**config.mk**
```make
export PLATFORM = sky130hd
export DESIGN_NAME = interrupt_control
export DESIGN_NICKNAME = d
export VERILOG_FILES = /design/src/rtl/interrupt_control.sv
export SDC_FILE = /design/constraint.sdc
export NUM_CORES = 1
export LEC_CHECK = 0
export BUFFER_PORTS_ARGS = -buffer_cell sky130_fd_sc_hd__buf_2
export CAP_MARGIN = 30
export CORE_UTILIZATION = 41
export DETAILED_ROUTE_END_ITERATION = 10
export PLACE_DENSITY = 0.83
export SLEW_MARGIN = 40
export SYNTH_ARGS = -nofsm -noshare
export SYNTH_HDL_FRONTEND = slang
export SYNTH_SLANG_ARGS = --single-unit
```
**constraint.sdc**
```tcl
create_clock -name clk -period 2.8 [get_ports clk]
set_clock_uncertainty 0.15 [all_clocks]
set_input_delay 0.14 -clock clk [delete_from_list [all_inputs] [get_ports clk]]
set_output_delay 0.14 -clock clk [all_outputs]
set_load 0.03 [all_outputs]
```
**src/rtl/interrupt_control.sv**
```systemverilog
// Interrupt enable/request/inhibit flags for the CPU state machine; flags update on the edge ending F1/F2/F3/E0.
// int_req is registered (1 clk); iot_skip is combinational during F3 only; state encoding F0..F3=0..3, D=4..7, E=8..11, H=12..15, EAE>=16.
module interrupt_control #(
  parameter int NDEV = 8
) (
  input  logic            clk,
  input  logic            reset,
  input  logic [4:0]      state,
  input  logic [0:11]     instruction,
  input  logic            int_in_prog,
  input  logic            UF,
  input  logic [NDEV-1:0] dev_irq,
  input  logic [NDEV-1:0] dev_mask,
  output logic            int_req,
  output logic            int_ena,
  output logic            int_inh,
  output logic            uf_trap,
  output logic            iot_skip
);

  localparam logic [4:0] F1 = 5'd1;
  localparam logic [4:0] F2 = 5'd2;
  localparam logic [4:0] F3 = 5'd3;
  localparam logic [4:0] E0 = 5'd8;

  logic req_q, req_d;
  logic ena_q, ena_d;
  logic dly_q, dly_d;
  logic inh_q, inh_d;
  logic trap_q, trap_d;

  logic is_iot, iot_ok, jmp_jms, trap_cond;
  logic op_skon, op_ion, op_iof, op_srq, op_rtf, op_caf, op_cif, op_cint, op_sint;

  assign is_iot  = (instruction[0:2] == 3'b110);
  // In user mode the IOT becomes a trap, so none of its own effects may happen.
  assign iot_ok  = is_iot && !UF;
  assign jmp_jms = (instruction[0:1] == 2'b10);

  assign op_skon = iot_ok && (instruction == 12'o6000);
  assign op_ion  = iot_ok && (instruction == 12'o6001);
  assign op_iof  = iot_ok && (instruction == 12'o6002);
  assign op_srq  = iot_ok && (instruction == 12'o6003);
  assign op_rtf  = iot_ok && (instruction == 12'o6005);
  assign op_caf  = iot_ok && (instruction == 12'o6007);
  assign op_cif  = iot_ok && (instruction[0:5] == 6'o62) &&
                   ((instruction[9:11] == 3'o2) || (instruction[9:11] == 3'o3));
  assign op_cint = iot_ok && (instruction == 12'o6204);
  assign op_sint = iot_ok && (instruction == 12'o6254);

  assign trap_cond = UF && (is_iot ||
                     ((instruction[0:3] == 4'b1111) && !instruction[11] &&
                      (instruction[10] || instruction[9])));

  always_comb begin
    ena_d  = ena_q;
    dly_d  = dly_q;
    inh_d  = inh_q;
    trap_d = trap_q;
    req_d  = (|(dev_irq & dev_mask)) | trap_q;
    case (state)
      F1: begin
        if (dly_q) begin
          ena_d = 1'b1;
          dly_d = 1'b0;
        end
      end
      F2: begin
        if (jmp_jms)   inh_d  = 1'b0;
        if (trap_cond) trap_d = 1'b1;
      end
      F3: begin
        if (op_ion || op_rtf) dly_d = 1'b1;
        if (op_rtf || op_cif) inh_d = 1'b1;
        // Clears come last so they beat a pending enable delay.
        if (op_iof || op_skon) begin
          ena_d = 1'b0;
          dly_d = 1'b0;
        end
        if (op_caf) begin
          ena_d  = 1'b0;
          dly_d  = 1'b0;
          inh_d  = 1'b0;
          trap_d = 1'b0;
        end
        if (op_cint) trap_d = 1'b0;
      end
      E0: begin
        if (int_in_prog) begin
          ena_d = 1'b0;
          dly_d = 1'b0;
          inh_d = 1'b0;
        end
      end
      default: ;
    endcase
  end

  always_ff @(posedge clk or posedge reset) begin
    if (reset) begin
      req_q  <= 1'b0;
      ena_q  <= 1'b0;
      dly_q  <= 1'b0;
      inh_q  <= 1'b0;
      trap_q <= 1'b0;
    end else begin
      req_q  <= req_d;
      ena_q  <= ena_d;
      dly_q  <= dly_d;
      inh_q  <= inh_d;
      trap_q <= trap_d;
    end
  end

  assign int_req  = req_q;
  assign int_ena  = ena_q;
  assign int_inh  = inh_q;
  assign uf_trap  = trap_q;
  assign iot_skip = !reset && (state == F3) &&
                    ((op_skon && ena_q) || (op_srq && req_q) || (op_sint && trap_q));

endmodule
```
==> summary.md <==
| Metric | Value |
|---|---|
| Status | completed |
| Crit path buf inv count | 1 |
| FF+latch count, synth | 5 |
| Register area | 125 um^2 |
| Core area | 1160 um^2 |
| Post-Route WL | 1760 um |
| Combinational power share | 35.1% |
| Antenna Cells | 0 |
| Clock-pin slew on the worst setup and hold paths | 0.04 ns |
| DP Wirelength | 1380 um |
| Setup-failing EPs final | 0 |
| Tmin final | 2.20 ns |
| Clk Tree Root Cell | clkbuf_4 |
| Final Hold Fails | 0 |
| Share of cells above drive strength 1 | 42.9% |
| TritonRoute pass-1 iters | 4 |
| DR vias/cell | 5.99 |
| Residual DRC count | 0 |
| WL/cell | 14.0 um |
| Setup CP Type | reg2out |
| Req. time, crit path | 2.51 ns |
| Chip width | 38.1 um |
| GRT Overall Usage | 27.7% |
| Vias in the first global route | 663 |
| R2R Path End | int_req |
| Pleak | 0.367 nW |
| Die H | 38.1 um |
| Grt ovf | 0 |
| Max-Cap Viols | 0 |
| Internal power | 0.179 mW |
| Post-Syn Nets | 100 |
| CTS tree | done |
| Layout Nets | 150 |
| Post-synth EDFFs | 0 |
| RSZ-0062 raised after global routing | false |
| Ys Warns | 0 |
| Crit path cell chain | nor3b_1 > a31oi_1 > or4b_1 > a2111oi_2 > buf_2 |
| Ys flop type | dfrtp_1 |
| Critical Path Slowest Stage Cell | or4b_1 |
| Mapped cell area | 534 um^2 |
| Switching portion of total power | 33.3% |
| I/O pins | 42 |
| Worst setup EP type | output port |
| CP max stage delay | 0.49 ns |
| DR iter-0 viols | 23 |
| IO Port Bufs | 41 |
| Hold path depth | 4 |
| Part of the Yosys area used for sequential elements | 23.4% |
| Slew Limit Headroom | 72.1% |
| Fillers | 82 |
| Total chip power | 0.268 mW |
| R2r setup slk | 0.82 ns |
| Tcrit/Tclk final | 78.6% |
| Starting Density | 46.2% |
| Achievable Freq | 0.454 GHz |
| Worst R2R Path Depth | 4 |
| Cell family with most CP delay | simple AND/OR/NAND/NOR gates |
| Area leader, netlist | dfrtp_1 |
| Largest net degree at the start of global routing | 9 |
| Peak VDD IR | 252 uV |
| Die ar. | 1450 um^2 |
| Worst Path Arrival | 1.91 ns |
| Initial antenna violation count | 0 |
| Syn avg cell area | 8.48 um^2 |
| Htree depth | 1 |
| Num CTS Buffers | 3 |
| Worst Setup SP | int_ena |
| Area growth from synthesis to layout | 54.1% |
| Post-synth cell types | 38 |
| ANT nets after route | 0 |
| CTS resizes | 0 |
| CTS Buffer Depth | 2 |
| Placer Congestion | 0.901 |
| Worst-Skew Late Latency | 0.25 ns |
| Most frequent cells after synthesis | nand2_1, dfrtp_1 |
| FF-to-FF Start | uf_trap |
| Switching pwr | 0.0891 mW |
| Clock network power share | 33.1% |
| Worst-Margin Slew | 0.417 ns |
| Post-synth top area share | 23.4% |
| Class of the worst hold path | in2reg |
| Most common cell in the netlist | nand2_1 |
| Setup TNS Final | 0 ns |
| Pwr Density | 325 nW/um^2 |
| Clk sinks | 5 |
| Cells after Synth | 63 |
| Global-route wire length before repair | 2650 um |
| Worst Hold Path EP | int_ena |
| Worst setup SP type | flop |
| Multi-input logic area | 398 um^2 |
| Synth top area cells | dfrtp_1, nand2_1, or4_1 |
| Post-synth ARST share | 100% |
| Fin. max-slew vios | 0 |
| CP max FO | 3 |
| Row cnt | 12 |
| Routed vias | 755 |
| Power share of the sequential group | 31.8% |
| Worst Hold Launch | state[1] |
[layer usage]
layer	track usage (%)	vias to the layer above	routed length, um	share of wire (%)
met5	0	-	0	0
met4	20.5	0	14	0.79
met1	31.2	339	704	40
met2	45.8	53	898	51
met3	5.23	2	144	8.2
li1	-	361	-	-
[power groups by stage]
stage / Clock [mW] / Combinational (mW) / Sequential, mW
finish: 0.0886 / 0.0940 / 0.0853
global route: 0.0957 / 0.102 / 0.0859
CTS: 0.0920 / 0.0936 / 0.0847
detailed placement: 0 / 0.0877 / 0.0857
global placement: 0 / 0.0852 / 0.0856
floorplan: 0 / 0.0290 / 0.0959
[flip-flops by register name, indices dropped and copies added (netlist names)]
signal,count
dly_q,1
int_ena,1
int_inh,1
int_req,1
uf_trap,1
[final cells by class]
| cell class | instances | share of cell area [%] |
|---|---|---|
| timing repair buffer | 45 | 29.8 |
| multi-input combinational | 55 | 48.3 |
| tap | 14 | 2.13 |
| sequential | 5 | 15.2 |
| clock buffer | 4 | 3.19 |
| inverter | 3 | 1.37 |
[worst reg2reg max path, cell delays in order, from the launching register on]
cell	delay (ns)
dfrtp_1	0.42
a21oi_1	0.12
dlygate4sd3_1	0.55
nand3_1	0.05
dlygate4sd3_1	0.56
[metrics by stage]
step           std cells  setup slack, ns  cell area (um^2)  hold slack (ns)  util (%)
2_1_floorplan         63            0.520               534           -0.231         -
3_3_place_gp         118            0.875               757          -0.0858      65.5
3_5_place_dp         118            0.832               757          -0.0861      65.5
4_1_cts              126            0.604               823           0.0795      71.2
5_1_grt              126            0.519               823            0.126      71.2
6_report             126            0.600               823           0.0965      71.2
[cell usage in the layout, fill, tap and decap left out, types with 2 or more instances in the layout]
master	synthesis	layout
nand3_1	2	2
nor3b_1	2	2
dfrtp_1	5	5
a221oi_1	2	2
or4_1	3	3
dlygate4sd3_1	0	4
o21ai_0	3	3
inv_1	3	3
nor2_1	3	3
nor3_1	2	2
buf_2	0	41
nand2_1	7	7
clkbuf_4	0	3
nor2b_1	2	2
a31oi_1	2	2
nor4bb_1	2	2
[logic make-up (layout without fill, tap and decap cells)]
| logic type | count (synthesis) | count (layout) | share of synthesized area [%] |
|---|---|---|---|
| and+or+nand+nor | 35 | 35 | 45.2 |
| AOI/OAI and AO/OA | 20 | 20 | 29.3 |
| DFF | 5 | 5 | 23.4 |
| buffers and inverters | 3 | 52 | 2.11 |
[what timing repair did]
item                                    in CTS  in global routing
buffers inserted                             0                  0
endpoints found under the hold margin        6                  0
hold buffers                                 4                  0
endpoints found under the setup margin       0                  0
[worst max-delay path by stage]
| stage | to | cells past startpoint |
|---|---|---|
| 3_3_place_gp | iot_skip | 5 |
| 2_1_floorplan | iot_skip | 4 |
| 3_5_place_dp | iot_skip | 5 |
| 6_report | iot_skip | 5 |
| 4_1_cts | iot_skip | 5 |
| 5_1_grt | iot_skip | 5 |
(Power assumes the default switching activity.)
